===== src/rtl/wordle_pkg.sv =====
// Wordle game controller shared types: one-hot states, letter bounds, score codes.
package wordle_pkg;

   typedef enum logic [5:0] {
      QI     = 6'b000001,
      QENTRY = 6'b000010,
      QCHECK = 6'b000100,
      QSHOW  = 6'b001000,
      QWIN   = 6'b010000,
      QLOSE  = 6'b100000
   } state_e;

   localparam int unsigned LETTER_A = 0;
   localparam int unsigned LETTER_Z = 25;

   typedef enum logic [1:0] {
      SC_GREY   = 2'b00,
      SC_YELLOW = 2'b01,
      SC_GREEN  = 2'b10
   } score_e;

endpackage


===== src/rtl/wordle_hold_timer.sv =====
// Loadable down-counter; done is high once the count has drained to zero.
module wordle_hold_timer #(
   parameter int unsigned CYCLES = 16
) (
   input  logic Clk,
   input  logic reset,
   input  logic load,
   input  logic en,
   output logic done
);

   localparam int unsigned CW = $clog2(CYCLES + 1);

   logic [CW-1:0] count;

   always_ff @(posedge Clk or negedge reset) begin
      if (!reset) begin
         count <= '0;
      end else if (load) begin
         count <= CW'(CYCLES - 1);
      end else if (en && count != '0) begin
         count <= count - 1'b1;
      end
   end

   assign done = (count == '0);

endmodule


===== src/rtl/wordle_game_ctrl.sv =====
// Wordle game sequencer: guess entry, scorer handshake, attempt tracking.
// Optional WORDLE_DICT_CHECK_EN adds score_invalid/bad_word rejection of guesses.
module wordle_game_ctrl
   import wordle_pkg::*;
#(
   parameter int unsigned WORD_LEN    = 5,
   parameter int unsigned LETTER_W    = 5,
   parameter int unsigned MAX_GUESSES = 6,
   parameter int unsigned HOLD_CYCLES = 16
) (
   input  logic                         Clk,
   input  logic                         reset,
   input  logic                         start,
   input  logic                         letter_up,
   input  logic                         letter_down,
   input  logic                         next_pos,
   input  logic                         del,
   input  logic                         submit,
   input  logic                         score_ack,
   input  logic [2*WORD_LEN-1:0]        score_result,
`ifdef WORDLE_DICT_CHECK_EN
   input  logic                         score_invalid,
   output logic                         bad_word,
`endif
   output logic                         score_req,
   output logic [WORD_LEN*LETTER_W-1:0] guess_word,
   output logic [2:0]                   cursor,
   output logic [2:0]                   attempt_cnt,
   output logic [2*WORD_LEN-1:0]        last_score,
   output logic                         q_I,
   output logic                         q_Entry,
   output logic                         q_Check,
   output logic                         q_Show,
   output logic                         q_Win,
   output logic                         q_Lose
);

   localparam logic [2:0]          LAST = 3'(WORD_LEN - 1);
   localparam logic [LETTER_W-1:0] LA   = LETTER_W'(LETTER_A);
   localparam logic [LETTER_W-1:0] LZ   = LETTER_W'(LETTER_Z);

   state_e              state, state_nxt;
   logic [LETTER_W-1:0] letters [WORD_LEN];
   logic                ack_ok;
   logic                all_green;
   logic                last_try;
   logic                hold_load;
   logic                hold_done;

`ifdef WORDLE_DICT_CHECK_EN
   logic ack_bad;
   assign ack_ok  = score_ack & ~score_invalid;
   assign ack_bad = score_ack &  score_invalid;
`else
   assign ack_ok  = score_ack;
`endif

   always_comb begin
      all_green = 1'b1;
      for (int i = 0; i < WORD_LEN; i++) begin
         if (score_result[2*i +: 2] != SC_GREEN) all_green = 1'b0;
      end
   end

   assign last_try = (attempt_cnt + 3'd1) == 3'(MAX_GUESSES);

   always_comb begin
      state_nxt = state;
      hold_load = 1'b0;
      case (state)
         QI:     if (start) state_nxt = QENTRY;
         QENTRY: if (submit && cursor == LAST) state_nxt = QCHECK;
         QCHECK: begin
            if (ack_ok) begin
               if (all_green) begin
                  state_nxt = QWIN;
               end else if (last_try) begin
                  state_nxt = QLOSE;
               end else begin
                  state_nxt = QSHOW;
                  hold_load = 1'b1;
               end
            end
`ifdef WORDLE_DICT_CHECK_EN
            if (ack_bad) state_nxt = QENTRY;
`endif
         end
         QSHOW:       if (hold_done) state_nxt = QENTRY;
         QWIN, QLOSE: if (start) state_nxt = QENTRY;
         default:     state_nxt = QI;
      endcase
   end

   always_ff @(posedge Clk or negedge reset) begin
      if (!reset) state <= QI;
      else        state <= state_nxt;
   end

   wordle_hold_timer #(.CYCLES(HOLD_CYCLES)) u_hold (
      .Clk   (Clk),
      .reset (reset),
      .load  (hold_load),
      .en    (state == QSHOW),
      .done  (hold_done)
   );

   always_ff @(posedge Clk or negedge reset) begin
      if (!reset) begin
         for (int i = 0; i < WORD_LEN; i++) letters[i] <= '0;
         cursor      <= '0;
         attempt_cnt <= '0;
         last_score  <= {WORD_LEN{SC_GREY}};
      end else begin
         case (state)
            QI, QWIN, QLOSE: begin
               if (start) begin
                  for (int i = 0; i < WORD_LEN; i++) letters[i] <= '0;
                  cursor      <= '0;
                  attempt_cnt <= '0;
                  last_score  <= {WORD_LEN{SC_GREY}};
               end
            end
            QENTRY: begin
               // submit wins the cycle even when it is rejected
               if (!submit) begin
                  if (del) begin
                     letters[cursor] <= '0;
                     if (cursor != '0) cursor <= cursor - 3'd1;
                  end else if (next_pos) begin
                     if (cursor != LAST) cursor <= cursor + 3'd1;
                  end else if (letter_up) begin
                     letters[cursor] <= (letters[cursor] == LZ) ? LA
                                      : letters[cursor] + 1'b1;
                  end else if (letter_down) begin
                     letters[cursor] <= (letters[cursor] == LA) ? LZ
                                      : letters[cursor] - 1'b1;
                  end
               end
            end
            QCHECK: begin
               if (ack_ok) begin
                  last_score  <= score_result;
                  attempt_cnt <= attempt_cnt + 3'd1;
               end
            end
            QSHOW: begin
               if (hold_done) begin
                  for (int i = 0; i < WORD_LEN; i++) letters[i] <= '0;
                  cursor <= '0;
               end
            end
            default: ;
         endcase
      end
   end

`ifdef WORDLE_DICT_CHECK_EN
   always_ff @(posedge Clk or negedge reset) begin
      if (!reset) bad_word <= 1'b0;
      else        bad_word <= (state == QCHECK) && ack_bad;
   end
`endif

   always_comb begin
      guess_word = '0;
      for (int i = 0; i < WORD_LEN; i++) begin
         guess_word[i*LETTER_W +: LETTER_W] = letters[i];
      end
   end

   assign score_req = (state == QCHECK);
   assign q_I       = (state == QI);
   assign q_Entry   = (state == QENTRY);
   assign q_Check   = (state == QCHECK);
   assign q_Show    = (state == QSHOW);
   assign q_Win     = (state == QWIN);
   assign q_Lose    = (state == QLOSE);

endmodule

===== config.mk =====
export PLATFORM = sky130hd
export DESIGN_NAME = wordle_game_ctrl
export DESIGN_NICKNAME = d
export VERILOG_FILES = /design/src/rtl/wordle_pkg.sv /design/src/rtl/wordle_hold_timer.sv /design/src/rtl/wordle_game_ctrl.sv
export SDC_FILE = /design/constraint.sdc
export NUM_CORES = 1
export LEC_CHECK = 0
export ABC_AREA = 1
export CORE_UTILIZATION = 35
export DETAILED_ROUTE_END_ITERATION = 10
export PLACE_DENSITY_LB_ADDON = 0.08
export SYNTH_ARGS = -nofsm -noshare
export SYNTH_HDL_FRONTEND = slang
export SYNTH_HIERARCHICAL = 1
export SYNTH_SLANG_ARGS = --single-unit

===== constraint.sdc =====
create_clock -name Clk -period 2.8 [get_ports Clk]
set_clock_uncertainty 0.05 [all_clocks]
set_input_delay 0.7 -clock Clk [delete_from_list [all_inputs] [get_ports Clk]]
set_output_delay 0.7 -clock Clk [all_outputs]
set_load 0.02 [all_outputs]

# [Yosys cells after proc, flatten, opt, wreduce, memory -nomap -nowiden]
# Index checks and enable logic that the tools add are counted.
[classes] order_cmp=2 addsub=6 mux=48 eq_ne=25 n_bitwise=3 reduce_logical=15
[ops] cell="$mux W25" n=7
[ops] cell="$pmux W25 S3" n=1
[ops] cell="$bwmux W25" n=2
[ops] cell="$mux W6" n=6
[ops] cell="$mux W5" n=7
[ops] cell="$and A25 B25 Y25" n=1
[ops] cell="$not A25 Y25" n=1
[ops] cell="$mux W3" n=8
[ops] cell="$pmux W6 S4" n=1
[ops] cell="$mux W10" n=2
[ops] cell="$pmux W10 S2" n=1
[ops] cell="$ne A2 B2 Y1 const B" n=8
[ops] cell="$bmux W5 S3" n=1
[ops] cell="$demux W5 S3" n=1
[ops] cell="$logic_not A5 Y1" n=2
[ops] cell="$sub A5 B1 Y5 const B" n=2
[ops] cell="$mux W1" n=9
[ops] cell="$ne A3 B3 Y1 const B" n=3
[ops] cell="$pmux W3 S3" n=1
[ops] cell="$reduce_and A7 Y1" n=1
[ops] cell="$add A3 B1 Y3 const B" n=2
[ops] cell="$eq A3 B3 Y1 const B" n=2
[ops] cell="$eq A6 B1 Y1 const B" n=1
[ops] cell="$eq A6 B2 Y1 const B" n=1
[ops] cell="other kinds (22)" n=28
[totals] word_cells=109 in_bits=19 regBits=52 output_inout_bits=48

# [Depth between registers and ports, before layout]
[logic_depth] ltp_word=13 depth_mapped=19 mapped_depth_nobuf=17

# [Cells and area by module]
# Netlist, hierarchy kept.
[by_module_without_submodules] module="wordle_game_ctrl" cells_per_inst=477 seq_area_each_um2=1177.4 area_each_um2=3288.2 instances=1
[by_module_without_submodules] module="wordle_hold_timer" cells_per_inst=41 seq_area_each_um2=125.1 area_each_um2=315.3 instances=1

# [Least setup slack after synthesis]
# OpenSTA, ideal clock, no wires.
[synth_path] kind="register to register" start="reg cursor[2]" end="reg letters (netlist bit guess_word[7])" path_buffers=2 setup_ns=0.117 t_arrival_ns=2.050 required_ns=2.633 stages_incl_launch_ff=19 synth_period_minus_slack_ns=2.217 setup_slack_ns=0.583 cell_sequence="dfrtp_1 -> buf_4 -> inv_4 -> nand2_4 -> nor2_2 -> buf_6 -> nand2_2 -> nand2_2 -> nor2_4 -> ha_1 -> inv_1 -> nor2_1 -> nand3_2 -> nand3_1 -> o21ai_4 -> nand2_1 -> nand2_1 -> nand2_1 -> nand2_1"
[synth_between] elab_chain_len=13 word_cells_on_any_way=25 cone_classes="add/sub: 2; order compare: 2; eq/ne: 1; mux: 15; bitwise: 3; reduce/logical: 2"
[synth_lines] item="start, declared" line_no="wordle_game_ctrl.sv:27" source="output logic [2:0] cursor,"
[synth_lines] item="start signal, assigned" line_no="wordle_game_ctrl.sv:128" source="if (cursor != '0) cursor <= cursor - 3'd1;"
[synth_lines] item="start signal, assigned" line_no="wordle_game_ctrl.sv:130" source="if (cursor != LAST) cursor <= cursor + 3'd1;"
[synth_lines] item="$not A3 Y4 *"
[synth_lines] item="$bmux W5 S3"
[synth_lines] item="$mux W5 (not written as such) (2 in a row)"
[synth_lines] item="$sub A5 B1 Y5 / $logic_not A5 Y1 (equally long branches)" line_no="wordle_game_ctrl.sv:136, wordle_game_ctrl.sv:135"
[synth_lines] item="$mux W5" line_no="wordle_game_ctrl.sv:135" source="letters[cursor] <= (letters[cursor] == LA) ? LZ"
[synth_lines] item="$bwmux W25" line_no="wordle_game_ctrl.sv:135"
[synth_lines] item="$mux W25" line_no="wordle_game_ctrl.sv:134" source="end else if (letter_down) begin"
[synth_lines] item="$mux W25" line_no="wordle_game_ctrl.sv:131" source="end else if (letter_up) begin"
[synth_lines] item="$mux W25" line_no="wordle_game_ctrl.sv:129" source="end else if (next_pos) begin"
[synth_lines] item="$mux W25 *" line_no="wordle_game_ctrl.sv:126" source="if (del) begin"
[synth_lines] item="$mux W25 *" line_no="wordle_game_ctrl.sv:125" source="if (!submit) begin"
[synth_lines] item="$pmux W25 S3 *" line_no="wordle_game_ctrl.sv:114" source="case (state)"
[synth_lines] item="end signal, assigned by index" line_no="wordle_game_ctrl.sv:132" source="letters[cursor] <= (letters[cursor] == LZ) ? LA"
[synth_lines] item="end signal, assigned by index" line_no="wordle_game_ctrl.sv:135"
[synth_lines] item="end, declared" line_no="wordle_game_ctrl.sv:43" source="logic [LETTER_W-1:0] letters [WORD_LEN];"
# Every way passes the cells marked *; elsewhere a longest branch is shown, timed or not. The select of a mux whose other input is x is not followed.
# A chain may end at the register's enable or synchronous reset.

# [Final worst setup path]
[layout_path] start="reg state[5]" end="out q_Check"
[layout_between] elab_chain_len=1
[layout_lines] item="start, declared" line_no="wordle_game_ctrl.sv:42" source="state_e state, state_nxt;"
[layout_lines] item="start signal, assigned" line_no="wordle_game_ctrl.sv:96" source="else state <= state_nxt;"
[layout_lines] item="$eq A6 B3 Y1" line_no="wordle_game_ctrl.sv:174" source="assign q_Check = (state == QCHECK);"
[layout_lines] item="end, declared" line_no="wordle_game_ctrl.sv:32" source="output logic q_Check,"
# No other way between the ends.

==> impl_metrics.ini <==
[outcome]
outcome = finished, final reports clean

[synthesis]
synth_mux_area_share_pct = 0
synth_simple_gate_area_share_pct = 39.5
synth_edf_count = 0
synth_xor_area_share_pct = 1.22
synth_ff_type = dfrtp_1
syn-mean-instance-area_um2 = 6.96
syn_area_um2 = 3600
async_flop_share_pct = 100
synth-compound-area-share_pct = 10.9
synth_cells = 518
yosysSeqAreaShare_pct = 36.1
synth_adder_area_share_pct = 2.64
synth.ff_latch_count = 52
synth_top_family_by_area = simple AND/OR/NAND/NOR gates
synth.distinct_cells = 40
yosysWarnings = 6
syn_nets = 544

[sta]
hold_viol_final = 0
min_period_ps = 2640
slew_viol_final = 0
period_share_pct = 94.4
finalSetupViolCount = 0
setup_tns_ps = 0
whs_ps = 319
slew-limit-headroom_pct = 49.7
tightest_slew_ps = 752
rsz0062_at_grt = no
max_freq_mhz = 378

[critical_path]
startpoint_type = flip-flop
crit_path_max_fanout = 6
critPathCaptureType = output port
arrival_ps = 1890
cp_data_required_time_ps = 2050
path_class = flip-flop to output port

[clock_tree]
clockRootBuffer = clkbuf_8
insertion_delay_ps = 310
cts_buffers = 5
cts_setup_buffers = 0
cts_tree = yes
cts.sinks = 52
clk_pin_slew_ps = 110
htreeDepth = 2
clock_path_buffers = 2

[final_layout]
drive_above_1_share_pct = 12.6
syn2layout_area_growth_pct = 26.7
num-nets-final = 618
diodes = 0

[route]
wl_mm = 10.2
drtIter0Drc = 165
first_pass_iters = 4
route.detailed.drc = 0
vias = 3569
ant_nets = 0
routedWlPerCell_um = 14.1
vias_per_cell = 4.92

[global_route]
track_usage_pct = 20.5
overflow = 0
antenna_found_initial = 0
grt_pass1_vias = 3379
grt_pass1_wl_mm = 16.8
grt_max_degree = 31

[power]
ir_drop_uv = 408
leakage_nw = 2.24
cellPowerDensity_nw_per_um2 = 989

[placement]
hpwl_mm = 7.82
gp_congestion = 0.846
portBuffers = 66

[die]
die_x_um = 103
boundaryPins = 67
rows = 36
core_area_um2 = 9860
start_util_pct = 36.5
dieArea_um2 = 10700
fp.dieH_um = 103

[hold_path]
hp-class = input pin to asynchronous set/reset pin

[run]
max-cap-violations = 0
==> through the flow <==
step	setup WS [ps]	utilization, %	area, um^2	std cells	total power [W]
after CTS	35.3	46.3	4570	726	0.00454
after floorplan	583	-	3600	518	0.00305
final	156	46.3	4570	726	0.00451
after global routing	21.2	46.3	4570	726	0.00489
after detailed placement	250	45.2	4460	718	0.00398
after global placement	323	45.2	4460	718	0.00394
==> where the power goes <==
| part | switching [W] | leakage [nW] | internal [W] |
|---|---|---|---|
| sequential | 0.000230 | 0.702 | 0.000925 |
| combinational | 0.00186 | 1.48 | 0.000957 |
| clock | 0.000275 | 0.0558 | 0.000271 |
==> state kept, by name, indices dropped and copies added, names as in the netlist <==
name          flops
attempt_cnt       3
cursor            3
guess_word       25
u_hold/count      5
last_score       10
state             6
==> cell usage in the layout, fill, tap and decap left out, drive strengths merged, types with 2 or more instances in the layout <==
cell             n
nor3             2
xnor2            2
nand4           11
clkbuf           6
buf             19
nor2            54
nand3           51
o21ai           47
clkinv           2
ha               6
xor2             3
clkdlybuf4s50   65
nand2          188
inv             59
dfrtp           51
a21oi           12
a31oi            3
o31ai            3
==> worst paths after layout <==
kind	start	to	slack (ps)	cells after the start
max in group asynchronous	reset	state[0]	2010	2
setup / recovery	state[5]	q_Check	160	4
setup reg to reg	cursor[1]	guess_word[7]	260	15
hold reg to reg	u_hold/count[0]	u_hold/count[0]	450	2
min in group Clk	u_hold/count[0]	u_hold/count[0]	450	2
hold / removal	reset	last_score[0]	320	2
==> area by class of cell <==
cell class	count	area, um^2
clock inverter	2	38.8
timing repair buffer	84	791
inverter	60	240
clock buffer	6	72.6
tap	133	166
sequential	52	1300
fill	1032	5300
multi-input combinational	389	1960
==> kinds of logic (layout without fill, tap and decap cells) <==
family          Yosys count  after routing
xor+xnor                  5              5
compound gates           69             69
fa+ha+maj                 7              7
buf+inv                  77            152
flops                    52             52
simple gates            308            308
==> critical path, cell delays in order, from the launching register on <==
cell             delay [ps]
dfrtp_1                 430
nor2_2                  180
nand4_1                 170
inv_2                   180
clkdlybuf4s50_1         630
==> routing by layer <==
metal / track usage, % / wire, um / part of all wire, % / up-vias
met5: 0 / 0 / 0 / -
met4: 3.79 / 62 / 0.61 / 0
met3: 3.49 / 577 / 5.6 / 6
met2: 32.1 / 4610 / 45 / 92
met1: 30.0 / 5000 / 49 / 1668
li1: - / - / - / 1803
==> what timing repair did <==
item	4_1_cts	5_1_grt
resized for setup	0	1
hold buffers	0	0
setup endpoints to repair	0	2
==> synth_stat cells (3+ instances only) <==
| library cell | n | area [um^2] |
|---|---|---|
| o31ai_1 | 3 | 22.5 |
| a21oi_1 | 12 | 60.1 |
| nand2_2 | 10 | 62.6 |
| inv_1 | 49 | 184 |
| o21ai_1 | 16 | 80.1 |
| dfrtp_1 | 51 | 1280 |
| buf_4 | 5 | 37.5 |
| nand3_2 | 5 | 50.1 |
| o21ai_0 | 28 | 140 |
| inv_2 | 8 | 30.0 |
| buf_6 | 3 | 33.8 |
| nand4_1 | 11 | 68.8 |
| clkbuf_1 | 9 | 33.8 |
| a31oi_1 | 3 | 18.8 |
| nor2_4 | 6 | 67.6 |
| nand3_1 | 45 | 225 |
| ha_1 | 6 | 75.1 |
| xor2_1 | 3 | 26.3 |
| nor2_1 | 39 | 146 |
| nand2_1 | 176 | 661 |
| nor2_2 | 8 | 50.1 |
Note: power is estimated with default switching activity, not from simulation.
